[src/rtl/mem_stage_pkg.sv]
// mem_stage_pkg
// Shared definitions for the MEM pipeline stage:
//   - bus typedefs (MemOpBus, RegAddrBus, RegBus, ByteBus)
//   - memory op codes MEMOP_*
//   - pipeline constants (NOPRegAddr, ZeroWord, WriteDisable, RstEnable, PauseDisable)
//   - FSM state encoding for the byte-serial access engine
//   - helpers that decode an op into its byte count and direction
package mem_stage_pkg;

  typedef logic [3:0]  MemOpBus;
  typedef logic [4:0]  RegAddrBus;
  typedef logic [31:0] RegBus;
  typedef logic [7:0]  ByteBus;

  localparam MemOpBus MEMOP_NOP = 4'd0;
  localparam MemOpBus MEMOP_LB  = 4'd1;
  localparam MemOpBus MEMOP_LH  = 4'd2;
  localparam MemOpBus MEMOP_LW  = 4'd3;
  localparam MemOpBus MEMOP_LBU = 4'd4;
  localparam MemOpBus MEMOP_LHU = 4'd5;
  localparam MemOpBus MEMOP_SB  = 4'd6;
  localparam MemOpBus MEMOP_SH  = 4'd7;
  localparam MemOpBus MEMOP_SW  = 4'd8;

  localparam RegAddrBus NOPRegAddr   = 5'd0;
  localparam RegBus     ZeroWord     = 32'd0;
  localparam logic      WriteDisable = 1'b0;
  localparam logic      RstEnable    = 1'b1;
  localparam logic      PauseDisable = 1'b0;

  typedef enum logic [1:0] {
    MEMST_IDLE   = 2'd0,
    MEMST_ACCESS = 2'd1,
    MEMST_DONE   = 2'd2
  } memst_e;

  // Number of byte transfers an op needs; 0 means "not a memory op",
  // which also covers every undefined code.
  function automatic logic [2:0] memop_bytes(input MemOpBus op);
    case (op)
      MEMOP_LB, MEMOP_LBU, MEMOP_SB: memop_bytes = 3'd1;
      MEMOP_LH, MEMOP_LHU, MEMOP_SH: memop_bytes = 3'd2;
      MEMOP_LW, MEMOP_SW:            memop_bytes = 3'd4;
      default:                       memop_bytes = 3'd0;
    endcase
  endfunction

  function automatic logic memop_is_store(input MemOpBus op);
    memop_is_store = (op == MEMOP_SB) || (op == MEMOP_SH) || (op == MEMOP_SW);
  endfunction

endpackage

[src/rtl/mem_stage_if.sv]
// mem_stage_if
// Byte-wide memory-controller port used by the MEM stage.
//   req   : byte access request (master -> slave)
//   we    : 1 = write, 0 = read
//   addr  : byte address
//   wdata : write byte
//   ack   : byte access complete; read byte valid this cycle (slave -> master)
//   rdata : read byte
interface mem_stage_if #(
  parameter int ADDR_W = 32
);

  logic              req;
  logic              we;
  logic [ADDR_W-1:0] addr;
  logic [7:0]        wdata;
  logic              ack;
  logic [7:0]        rdata;

  modport master (
    output req, we, addr, wdata,
    input  ack, rdata
  );

  modport slave (
    input  req, we, addr, wdata,
    output ack, rdata
  );

endinterface

[src/rtl/mem_load_ext.sv]
// mem_load_ext
// Combinational load-data extension. Takes the assembled little-endian
// buffer and the load op, and returns the 32-bit writeback word.
//   op_i   : load op code (MEMOP_*)
//   buf_i  : assembled byte buffer, lane 0 = lowest address
//   data_o : sign/zero-extended writeback word
// Lanes above the op's width are don't-care and get masked here.
module mem_load_ext
  import mem_stage_pkg::*;
(
  input  MemOpBus     op_i,
  input  logic [31:0] buf_i,
  output logic [31:0] data_o
);

  always_comb begin
    data_o = buf_i;
    case (op_i)
      MEMOP_LB:  data_o = {{24{buf_i[7]}}, buf_i[7:0]};
      MEMOP_LBU: data_o = {24'd0, buf_i[7:0]};
      MEMOP_LH:  data_o = {{16{buf_i[15]}}, buf_i[15:0]};
      MEMOP_LHU: data_o = {16'd0, buf_i[15:0]};
      default:   data_o = buf_i;
    endcase
  end

endmodule

[src/rtl/mem_stage.sv]
// mem_stage
// MEM pipeline stage. Passes non-memory ops straight through to MEM/WB and
// runs loads/stores as byte-serial transfers on an 8-bit controller port,
// stalling the pipeline until the access completes.
//   clk, rst       : clock, synchronous active-high reset
//   rdy            : global ready; 0 freezes all state
//   ex_*           : EX/MEM register outputs (wd, wreg, wdata, memop, memaddr, storedata)
//   mem_wd_o/mem_wreg_o/mem_wdata_o : to MEM/WB register
//   stall_req_o    : stall request to pipeline control
//   mc             : byte-wide memory-controller port (master side)
module mem_stage
  import mem_stage_pkg::*;
#(
  parameter int ADDR_W     = 32,
  parameter int DATA_W     = 32,
  parameter int REG_ADDR_W = 5
) (
  input  logic                  clk,
  input  logic                  rst,
  input  logic                  rdy,
  input  logic [REG_ADDR_W-1:0] ex_wd_i,
  input  logic                  ex_wreg_i,
  input  logic [DATA_W-1:0]     ex_wdata_i,
  input  MemOpBus               ex_memop_i,
  input  logic [ADDR_W-1:0]     ex_memaddr_i,
  input  logic [DATA_W-1:0]     ex_storedata_i,
  output logic [REG_ADDR_W-1:0] mem_wd_o,
  output logic                  mem_wreg_o,
  output logic [DATA_W-1:0]     mem_wdata_o,
  output logic                  stall_req_o,
  mem_stage_if.master           mc
);

  memst_e                  state_q, state_d;
  logic [1:0]              cnt_q;
  logic [1:0]              cnt_nxt;
  MemOpBus                 op_q;
  logic [ADDR_W-1:0]       base_q;
  logic [DATA_W-1:0]       sdata_q;
  logic [DATA_W-1:0]       alu_q;
  logic [REG_ADDR_W-1:0]   wd_q;
  logic                    wreg_q;
  logic [31:0]             buf_q;
  logic [31:0]             load_word;
  logic                    ex_is_mem;
  logic                    last_byte;
  logic                    ack_fire;

  assign ex_is_mem = (memop_bytes(ex_memop_i) != 3'd0);
  assign last_byte = ({1'b0, cnt_q} == (memop_bytes(op_q) - 3'd1));
  assign cnt_nxt   = cnt_q + 2'd1;
  // An ack only counts while a request is actually outstanding.
  assign ack_fire  = mc.req && mc.ack;

  mem_load_ext u_load_ext (
    .op_i   (op_q),
    .buf_i  (buf_q),
    .data_o (load_word)
  );

  always_ff @(posedge clk) begin
    if (rst == RstEnable) begin
      state_q <= MEMST_IDLE;
    end else if (rdy) begin
      state_q <= state_d;
    end
  end

  // Next state plus the combinational MEM/WB and stall outputs. DONE always
  // returns to IDLE without looking at EX/MEM, which still holds the op that
  // was just served.
  always_comb begin
    state_d     = state_q;
    mem_wd_o    = REG_ADDR_W'(NOPRegAddr);
    mem_wreg_o  = WriteDisable;
    mem_wdata_o = DATA_W'(ZeroWord);
    stall_req_o = PauseDisable;
    if (rst != RstEnable) begin
      case (state_q)
        MEMST_IDLE: begin
          if (ex_is_mem) begin
            stall_req_o = 1'b1;
            state_d     = MEMST_ACCESS;
          end else begin
            mem_wd_o    = ex_wd_i;
            mem_wreg_o  = ex_wreg_i;
            mem_wdata_o = ex_wdata_i;
          end
        end
        MEMST_ACCESS: begin
          stall_req_o = 1'b1;
          if (ack_fire && last_byte) begin
            state_d = MEMST_DONE;
          end
        end
        MEMST_DONE: begin
          mem_wd_o    = wd_q;
          mem_wreg_o  = wreg_q;
          mem_wdata_o = memop_is_store(op_q) ? alu_q : DATA_W'(load_word);
          state_d     = MEMST_IDLE;
        end
        default: state_d = MEMST_IDLE;
      endcase
    end
  end

  // Transaction datapath: latches the op on launch, then steps the byte
  // counter on each accepted ack. Address and store byte are registered so
  // they stay stable across controller wait states.
  always_ff @(posedge clk) begin
    if (rst == RstEnable) begin
      cnt_q    <= 2'd0;
      buf_q    <= 32'd0;
      op_q     <= MEMOP_NOP;
      base_q   <= '0;
      sdata_q  <= '0;
      alu_q    <= '0;
      wd_q     <= '0;
      wreg_q   <= 1'b0;
      mc.req   <= 1'b0;
      mc.we    <= 1'b0;
      mc.addr  <= '0;
      mc.wdata <= 8'd0;
    end else if (rdy) begin
      case (state_q)
        MEMST_IDLE: begin
          if (ex_is_mem) begin
            op_q     <= ex_memop_i;
            base_q   <= ex_memaddr_i;
            sdata_q  <= ex_storedata_i;
            alu_q    <= ex_wdata_i;
            wd_q     <= ex_wd_i;
            wreg_q   <= ex_wreg_i;
            cnt_q    <= 2'd0;
            mc.req   <= 1'b1;
            mc.we    <= memop_is_store(ex_memop_i);
            mc.addr  <= ex_memaddr_i;
            mc.wdata <= ex_storedata_i[7:0];
          end
        end
        MEMST_ACCESS: begin
          if (ack_fire) begin
            if (!memop_is_store(op_q)) begin
              buf_q[{cnt_q, 3'b000} +: 8] <= mc.rdata;
            end
            if (last_byte) begin
              mc.req <= 1'b0;
            end else begin
              cnt_q    <= cnt_nxt;
              // Misaligned and wrapping addresses are legal, so this is a
              // plain modular add with no alignment check.
              mc.addr  <= base_q + ADDR_W'(cnt_nxt);
              mc.wdata <= sdata_q[{cnt_nxt, 3'b000} +: 8];
            end
          end
        end
        default: ;
      endcase
    end
  end

endmodule
[src/flat_wrapper.sv]
// flat-port wrapper written by rule: the top's interface ports become plain ports
module mem_stage_flat import mem_stage_pkg::*;
#(
  parameter int ADDR_W     = 32,
  parameter int DATA_W     = 32,
  parameter int REG_ADDR_W = 5
)
  (clk, rst, rdy, ex_wd_i, ex_wreg_i, ex_wdata_i, ex_memop_i, ex_memaddr_i, ex_storedata_i, mem_wd_o, mem_wreg_o, mem_wdata_o, stall_req_o, mc_req, mc_we, mc_addr, mc_wdata, mc_ack, mc_rdata);
  mem_stage_if #(.ADDR_W(ADDR_W)) mc_i ();
  input  logic clk;
  input  logic rst;
  input  logic rdy;
  input  logic [REG_ADDR_W-1:0] ex_wd_i;
  input  logic ex_wreg_i;
  input  logic [DATA_W-1:0] ex_wdata_i;
  input  MemOpBus ex_memop_i;
  input  logic [ADDR_W-1:0] ex_memaddr_i;
  input  logic [DATA_W-1:0] ex_storedata_i;
  output logic [REG_ADDR_W-1:0] mem_wd_o;
  output logic mem_wreg_o;
  output logic [DATA_W-1:0] mem_wdata_o;
  output logic stall_req_o;
  output wire logic [$bits(mc_i.req)-1:0] mc_req;
  output wire logic [$bits(mc_i.we)-1:0] mc_we;
  output wire logic [$bits(mc_i.addr)-1:0] mc_addr;
  output wire logic [$bits(mc_i.wdata)-1:0] mc_wdata;
  input wire logic [$bits(mc_i.ack)-1:0] mc_ack;
  input wire logic [$bits(mc_i.rdata)-1:0] mc_rdata;
  assign mc_req = mc_i.req;
  assign mc_we = mc_i.we;
  assign mc_addr = mc_i.addr;
  assign mc_wdata = mc_i.wdata;
  assign mc_i.ack = mc_ack;
  assign mc_i.rdata = mc_rdata;
  mem_stage #(.ADDR_W(ADDR_W), .DATA_W(DATA_W), .REG_ADDR_W(REG_ADDR_W)) u_core (.clk(clk), .rst(rst), .rdy(rdy), .ex_wd_i(ex_wd_i), .ex_wreg_i(ex_wreg_i), .ex_wdata_i(ex_wdata_i), .ex_memop_i(ex_memop_i), .ex_memaddr_i(ex_memaddr_i), .ex_storedata_i(ex_storedata_i), .mem_wd_o(mem_wd_o), .mem_wreg_o(mem_wreg_o), .mem_wdata_o(mem_wdata_o), .stall_req_o(stall_req_o), .mc(mc_i));
endmodule
[config.mk]
export PLATFORM = sky130hd
export DESIGN_NAME = mem_stage_flat
export DESIGN_NICKNAME = d
export VERILOG_FILES = /design/src/rtl/mem_stage_pkg.sv /design/src/rtl/mem_stage_if.sv /design/src/rtl/mem_load_ext.sv /design/src/rtl/mem_stage.sv /design/src/flat_wrapper.sv
export SDC_FILE = /design/constraint.sdc
export NUM_CORES = 1
export LEC_CHECK = 0
export CAP_MARGIN = 0
export CORE_MARGIN = 2
export CORE_UTILIZATION = 55
export DETAILED_ROUTE_END_ITERATION = 10
export DONT_BUFFER_PORTS = 1
export PLACE_DENSITY = 0.7
export REMOVE_ABC_BUFFERS = 1
export SLEW_MARGIN = 20
export SYNTH_ARGS = -nofsm -noshare
export SYNTH_HDL_FRONTEND = slang
export SYNTH_SLANG_ARGS = --single-unit
export TNS_END_PERCENT = 1
[constraint.sdc]
create_clock -name clk -period 3.3 [get_ports clk]
set_input_delay 0.165 -clock clk [delete_from_list [all_inputs] [get_ports clk]]
set_output_delay 0.165 -clock clk [all_outputs]
set_load 0.01 [all_outputs]
# Word-level counts from Yosys, hierarchy flattened
# Memory sizes are Yosys's and may differ from the RTL's. A register that Yosys moved wholly into a read port is not among the register bits.
# Index checks and enable logic that the tools add are counted.
# op_classes
addsub	4
eq_ne	18
shift	3
n_mux	36
n_bitwise	1
n_reduce_logical	14
# ops
op	count
$mux 32	6
$pmux 32 s2	2
$pmux 32 s4	1
$add 32x2->32	1
$bwmux 32	1
$shift 8x7->32 const A	1
$shiftx 32x6->8	1
$shiftx 8x7->32	1
$eq 4x3->1 const B	6
$mux 8	3
$pmux 8 s2	1
$mux 2	5
$mux 5	2
$pmux 5 s2	1
$reduce_and 5->1	2
$eq 4x4->1 const B	2
$mux 4	2
$ne 2x1->1 const B	4
$pmux 2 s2	2
$mux 1	7
$neg 5->7	1
$pmux 1 s2	3
$reduce_and 3->1	2
$eq 4x1->1 const B	1
14 further kinds	18
# totals
regBits	184
romBits	96
inputBits	118
output_inout_bits	81
memories	2
# memory_table
memory	words	word_bits	read_ports	rd_ports_with_merged_regs	wr	line_no	text
(name not given)	16	3	1	1	0	mem_stage_pkg.sv:40	case (op)
(name not given)	16	3	1	0	0	mem_stage_pkg.sv:40	

# Depth between registers and ports, before layout
# Gate-level depths: netlist of run 1.
# logic_depth
word_depth	6
depth_mapped	9
ltp_nobuf	8

# Hierarchy
# A second synthesis of run 1 with hierarchy kept.
# hier_totals
hier_cells	1191
area_unflattened_um2	9376.5
# modules_own_cells
module	instances	cells_each	area_each_um2
mem_stage	1	1146	9042.4
mem_load_ext	1	45	334.1

# Worst setup path before layout of run 1
# No wires, ideal clock.
# synth_path
kind	flip-flop to flip-flop
startpoint	register u_core.cnt_q[0]
endpoint	register u_core.mc.addr[27]
arrival_ns	2.637
t_required_ns	3.183
setup_slack_ns	0.546
path_stages_with_launch	9
n_path_buf	0
period_less_slack_ns	2.754
path_cell_list	dfxtp_1 -> inv_1 -> ha_1 -> ha_1 -> a21o_1 -> nand2_1 -> or4_4 -> or2_2 -> a22o_1
# synth_via
elab_chain_cells	5
# synth_rtl
element	line_no	text
start: declaration	mem_stage.sv:35	logic [1:0] cnt_q;
start signal: assignment	mem_stage.sv:149	cnt_q <= cnt_nxt;
$add 2x1->2	mem_stage.sv:51	assign cnt_nxt = cnt_q + 2'd1;
$add 32x2->32	mem_stage.sv:152	mc.addr <= base_q + ADDR_W'(cnt_nxt);
$mux 32	mem_stage.sv:146	if (last_byte) begin
$mux 32	mem_stage.sv:142	if (ack_fire) begin
$pmux 32 s2	mem_stage.sv:125	case (state_q)
end signal: assignment	mem_stage.sv:137	mc.addr <= ex_memaddr_i;
end signal: assignment	mem_stage.sv:152	
end: declaration	mem_stage_if.sv:21	output req, we, addr, wdata,
# Several ways; a longest one is shown, not always the timed one. The select of a mux whose other input is x is not followed.
# A chain may end at the register's enable or synchronous reset.

# Worst setup path in the final report of run 1
# layout_path
startpoint	register u_core.cnt_q[1]
endpoint	register u_core.mc.addr[27]
# The elaborated chain is that of the path after synthesis.

==> flow_metrics.tcl, run 1 <==
set metrics [dict create \
    power.share.sequential 0.457 \
    final.min_clock_period_ns 2.797 \
    root_buffer "clkbuf_16" \
    drtPass1Iterations 6 \
    path_cells "inv_1 -> ha_1 -> ha_1 -> a21o_1 -> nand2_1 -> or4_4 -> or2_2 -> a22o_1" \
    grt_max_degree 165 \
    synth_top_area_frac 0.4077 \
    cp_max_fo 5 \
    clkPwrFrac 0.412 \
    synth_top_cells_by_count "nand2_1 (320), dfxtp_1 (187), a21oi_1 (167), nor2_1 (67)" \
    p_sw_frac 0.2723 \
    hold_viol 0 \
    gp_congestion 0.8598 \
    maxSlewHeadroom 0.3463 \
    critPathKind "flop to flop" \
    power.switching_mw 1.479 \
    rsz0062_at_grt "false" \
    nets 1402 \
    synth_edf_count 0 \
    skew_ns 0.01519 \
    cts.sinks 187 \
    yosysWarnings 0 \
    crit_path_start_kind "flop" \
    finalMaxSlewViolations 0 \
    final_area_mm2 0.01112 \
    grt_pass1_wl_um 42810 \
    grt_use_total 0.2953 \
    synth_area_per_cell_um2 7.589 \
    post-route-period-util 0.8477 \
    die_w_um 133.2 \
    vias 8892 \
    drive_gt1_frac 0.06910 \
    synth_seq_cells 187 \
    drc 0 \
    worst_path_dominant_cell_family "simple AND/OR/NAND/NOR gates" \
    post_dp_cell_area_mm2 0.009290 \
    crit_required_ns 3.62 \
    hp-class "primary input to flop" \
    die_area_mm2 0.01774 \
    yosysMostFrequentCell "nand2_1" \
    synthCells 1210 \
    portBuffers 0 \
    die_h_um 133.2 \
    cts_setup_buffers 0 \
    crit_arrival_ns 3.12 \
    fin_ws_ns 0.5025 \
    post-place-ws_ns 0.5439 \
    cts_tree "done" \
    cp_slowest_cell "or4_4" \
    start_util 0.5577 \
    dp_hpwl_um 16110 \
    crit_path_frequent_cell "ha_1" \
    synth_cell_types 62 \
    maxCapViolations 0 \
    vias_per_cell 5.893 \
    intPower_mw 3.953 \
    vdd_ir_drop_max_uv 373.3 \
    drt-total-wl_um 26810 \
    run_status "finished clean" \
    seq_area_frac_synth 0.4077 \
    clock_path_buffers 2 \
    async_reset_ff_frac 0 \
    p_leak_nw 3.890 \
    first_global_vias 8428 \
    syn-cell-area_mm2 0.009183 \
    drt_iter0_drc 740 \
    combPwrFrac 0.131 \
    grt_overflow_total 0 \
    routedWlPerCell_um 17.77 \
    end_kind "flop" \
    cts_max_level 4 \
    clk_pin_slew_ns 0.08 \
    ios 199 \
    cts_resized 0 \
    ys.flop_type "dfxtp_1" \
    row_count 47 \
    pwr_density_cell_mw_per_mm2 488.6 \
    synth_top_area_cell "dfxtp_1" \
    core_area_mm2 0.01647 \
    numCtsBuffers 17 \
    clk_latency_ns 0.43 \
    max_stage_delay_ns 0.61 \
    critPathBufInv 1 \
    synthTopCellsByArea "dfxtp_1 (41%), nand2_1 (13%), a21oi_1 (9.1%)" \
    areaGrowthSynthToFinish_pct 21.08 \
    setup_viol 0 \
    antenna_left 0 \
    timing.setup.tns_ns 0 \
    max_freq_ghz 0.3575 \
    tightest_slew_ns 0.9784 \
    antenna_found_initial 1 \
]
[final timing paths]
kind / slack, ns / start / cells after the start / endpoint
worst max-delay path: 0.50 / u_core.cnt_q[1] / 8 / u_core.mc.addr[27]
worst min-delay path: 0.008 / ex_memaddr_i[14] / 3 / u_core.mc.addr[14]
worst max register to register: 0.50 / u_core.cnt_q[1] / 8 / u_core.mc.addr[27]
worst min register to register: 0.45 / u_core.buf_q[31] / 2 / u_core.buf_q[31]
[timing repair]
action / CTS / global route
hold buffers: 117 / 0
endpoints found under the setup margin: 0 / 0
endpoints found under the hold margin: 176 / 0
[power by group through the flow]
stage / clock (mW) / sequential [mW] / combinational [mW]
detailed placement: 0 / 2.53 / 0.538
finish: 2.24 / 2.48 / 0.709
global route: 2.36 / 2.50 / 0.779
global placement: 0 / 2.53 / 0.528
CTS: 2.27 / 2.48 / 0.702
floorplan: 0 / 2.50 / 0.395
[sequential cells by signal (all words and copies together) (netlist names), 2 cells and up, named ones only]
| register | flops |
|---|---|
| u_core.alu_q | 32 |
| u_core.sdata_q | 32 |
| u_core.base_q | 32 |
| u_core.mc.addr | 32 |
| u_core.mc.wdata | 8 |
| u_core.cnt_q | 2 |
| u_core.op_q | 4 |
| u_core.buf_q | 32 |
| u_core.state_q | 2 |
| u_core.wd_q | 5 |
[stage by stage]
step / power [mW] / utilization / hold WS (ns) / instances
2_1_floorplan: 2.899 / - / 0.2341 / 1115
3_3_place_gp: 3.055 / 0.5642 / 0.2489 / 1359
3_5_place_dp: 3.070 / 0.5642 / 0.2500 / 1359
4_1_cts: 5.447 / 0.6751 / 0.0003146 / 1508
5_1_grt: 5.631 / 0.6752 / 0.01510 / 1509
6_report: 5.432 / 0.6752 / 0.007842 / 1509
[cell usage in the layout (no fill, tap or decap), types with 10 or more instances in the layout]
cell and instances:
buf_4 23, dfxtp_1 187, nor3_1 16, nor2_1 67, nand2_1 320, a311oi_1 11, a21oi_1 167, nor4_1 10
nand4_1 13, and3_1 10, nand3_1 64, o21ai_0 35, and2_1 12, a22o_1 19, o31ai_1 11, a22oi_1 15
dlygate4sd3_1 116, xor2_1 11, clkbuf_16 17
[worst reg2reg max path: cells and delay by family, from the launching register on]
kind	cells	cell delay [ns]
and+or+nand+nor	3	1.12
DFF	1	0.41
buffers and inverters	1	0.11
AOI/OAI and AO/OA	2	0.40
adders and majority gates	2	0.67
[metal layers]
| metal | wire length [µm] | track usage | vias up |
|---|---|---|---|
| met5 | 0 | 0 | - |
| met4 | 498 | 0.08688 | 0 |
| met3 | 1773 | 0.05518 | 39 |
| met2 | 12640 | 0.4845 | 314 |
| met1 | 11900 | 0.3996 | 4168 |
| li1 | - | - | 4371 |
[area by class of cell]
cell class	instances	area (µm²)
fillers	1397	5348
well taps	220	275.3
repair buffers	141	1381
multi-input cells	919	5045
inverters	9	33.78
diodes	1	2.502
clock inverters	14	207.7
clock buffers	18	429.2
flip-flops and latches	187	3744
[cells by family after synthesis]
logic type | count (synthesis) | share of synthesized area
DFF | 187 | 0.4077
xor gates and xnor gates | 18 | 0.01717
and+or+nand+nor | 559 | 0.2720
muxes | 19 | 0.03270
AOI/OAI and AO/OA | 314 | 0.2104
buffers and inverters | 104 | 0.04701
adders and majority gates | 9 | 0.01308
Power figures use the tool's default switching activity.
==> inputs of run 2 (changes only) <==
--- a/config.mk
+++ b/config.mk
@@ -10,7 +10,7 @@
 export CORE_UTILIZATION = 55
 export DETAILED_ROUTE_END_ITERATION = 10
 export DONT_BUFFER_PORTS = 1
-export PLACE_DENSITY = 0.7
+export PLACE_DENSITY = 0.73
 export REMOVE_ABC_BUFFERS = 1
 export SLEW_MARGIN = 20
 export SYNTH_ARGS = -nofsm -noshare
==> constraint.sdc (replaced) <==
create_clock -name clk -period 2.5 [get_ports clk]
set_input_delay 0.125 -clock clk [delete_from_list [all_inputs] [get_ports clk]]
set_output_delay 0.125 -clock clk [all_outputs]
set_load 0.01 [all_outputs]
==> run 2 against run 1 <==
Net effect: clock power rose by 28%; cell area rose by 2.8%; global-route usage rose by 1.2 points; core utilization rose by 1.9 points; highest routed layer unchanged.
==> flow_metrics.tcl, run 2 (synthesized netlist as in run 1, its figures left out) <==
set metrics [dict create \
    grt_pass1_wl_um 44540 \
    critPathKind "flop to flop" \
    antenna_left 0 \
    drive_gt1_frac 0.08808 \
    reg2reg_slack_ns 0.05 \
    dp_hpwl_um 16430 \
    maxCapViolations 0 \
    post_dp_cell_area_mm2 0.009475 \
    drc 0 \
    numCtsBuffers 17 \
    num_antenna_cells 0 \
    drt_iter0_drc 823 \
    hold_viol 0 \
    root_buffer "clkbuf_16" \
    crit_required_ns 2.87 \
    vdd_ir_drop_max_uv 489.6 \
    tightest_slew_ns 0.6880 \
    first_global_vias 8977 \
    mostFrequentLayoutCells "nand2_1 (320), dfxtp_1 (184), a21oi_1 (167), dlygate4sd3_1 (126), nor2_1 (67)" \
    utilization 0.6941 \
    max_freq_ghz 0.4084 \
    max_stage_delay_ns 0.58 \
    setup_viol 0 \
    min-delay-start "ex_memaddr_i[16]" \
    grt_use_total 0.3075 \
    hp-class "primary input to flop" \
    hold_depth 3 \
    holdPathEnd "u_core.mc.addr[16]" \
    cts.sinks 187 \
    skew_ns 0.01161 \
    rsz0062_at_grt "true" \
    maxSlewHeadroom 0.5408 \
    vias_per_cell 6.050 \
    power_mw 7.102 \
    dp_cells 1377 \
    clk_pin_slew_ns 0.07 \
    drt-total-wl_um 27470 \
    portBuffers 0 \
    core_area_mm2 0.01647 \
    rr_endpoint "u_core.base_q[9]" \
    nets 1431 \
    cts_max_level 4 \
    post-place-ws_ns 0.05769 \
    post-route-period-util 0.9794 \
    cts_setup_buffers 0 \
    cp_max_fo 65 \
    mostFrequentLayoutCell "nand2_1" \
    fillers 1353 \
    cts_tree "done" \
    ios 199 \
    path_cells "or3b_2 -> nor3_4 -> buf_12 -> nand2_1 -> a21oi_1 -> dlygate4sd3_1" \
    cp_slowest_cell "dlygate4sd3_1" \
    p_leak_nw 4.125 \
    grt_overflow_total 0 \
    start_util 0.5577 \
    final.min_clock_period_ns 2.448 \
    clk_latency_ns 0.43 \
    drtPass1Iterations 6 \
    die_w_um 133.2 \
    final_cells 1537 \
    crit_path_start_kind "flop" \
    die_area_mm2 0.01774 \
    die_h_um 133.2 \
    gp_congestion 0.8441 \
    grt_max_degree 129 \
    routedWlPerCell_um 17.87 \
    final_area_mm2 0.01143 \
    r2r_cells 6 \
    clock_path_buffers 2 \
    row_count 47 \
    r2r_start "u_core.state_q[0]" \
    run_status "finished clean" \
    areaGrowthSynthToFinish_pct 24.47 \
    antenna_found_initial 0 \
    timing.setup.tns_ns 0 \
    crit_arrival_ns 2.82 \
    fin_ws_ns 0.05154 \
    pwr_density_cell_mw_per_mm2 621.4 \
    hold_ws_ns 0.01062 \
    finalMaxSlewViolations 0 \
    end_kind "flop" \
    vias 9299 \
]
-- run 2: per-layer routing --
| metal | track usage | vias up | part of all wire |
|---|---|---|---|
| li1 | - | 4436 | - |
| met1 | 0.3985 | 4427 | 0.42 |
| met2 | 0.5167 | 395 | 0.48 |
| met3 | 0.06240 | 41 | 0.081 |
| met4 | 0.1011 | 0 | 0.019 |
| met5 | 0 | - | 0 |
-- run 2: worst max-delay path, delay by kind of cell (launching register included) --
| family | cells | cell delay, ns |
|---|---|---|
| buffers and inverters | 2 | 0.89 |
| AO/OA/AOI/OAI | 1 | 0.14 |
| flip-flops | 1 | 0.37 |
| AND/OR/NAND/NOR | 3 | 0.93 |
-- run 2: power breakdown --
| part | switching, mW | leakage [nW] | internal (mW) | total, mW |
|---|---|---|---|---|
| Combinational | 0.557 | 2.30 | 0.419 | 0.976 |
| Clock | 1.21 | 0.297 | 1.64 | 2.86 |
| Sequential | 0.144 | 1.53 | 3.13 | 3.27 |
| Total | 1.92 | 4.13 | 5.19 | 7.10 |
-- run 2: worst max path at each step --
stage,from,endpoint,slack (ns)
after floorplan,u_core.state_q[0],flop,-2.12
after global placement,u_core.cnt_q[0],u_core.mc.addr[27],0.10
after detailed placement,u_core.op_q[1],u_core.buf_q[29],0.06
after CTS,u_core.op_q[3],mem_wdata_o[7],0.01
after global routing,u_core.state_q[0],u_core.wreg_q,-0.03
final,u_core.state_q[0],u_core.base_q[9],0.05
-- run 2: cell type report --
cell class                      count  area, µm²  share of cell area
Inverter                            9      33.78            0.002956
Clock inverter                     12      162.7             0.01423
Tap cell                          220      275.3             0.02408
Multi-Input combinational cell    920       5087              0.4451
Clock buffer                       20      456.7             0.03996
Timing Repair Buffer              169       1667              0.1458
Sequential cell                   187       3747              0.3279
-- run 2: what timing repair did --
item / 4_1_cts / 5_1_grt
gates resized for setup: 4 / 7
gates cloned: 0 / 1
setup endpoints to repair: 16 / 47
pin swaps: 0 / 1
hold buffers: 127 / 0
endpoints found under the hold margin: 182 / 0
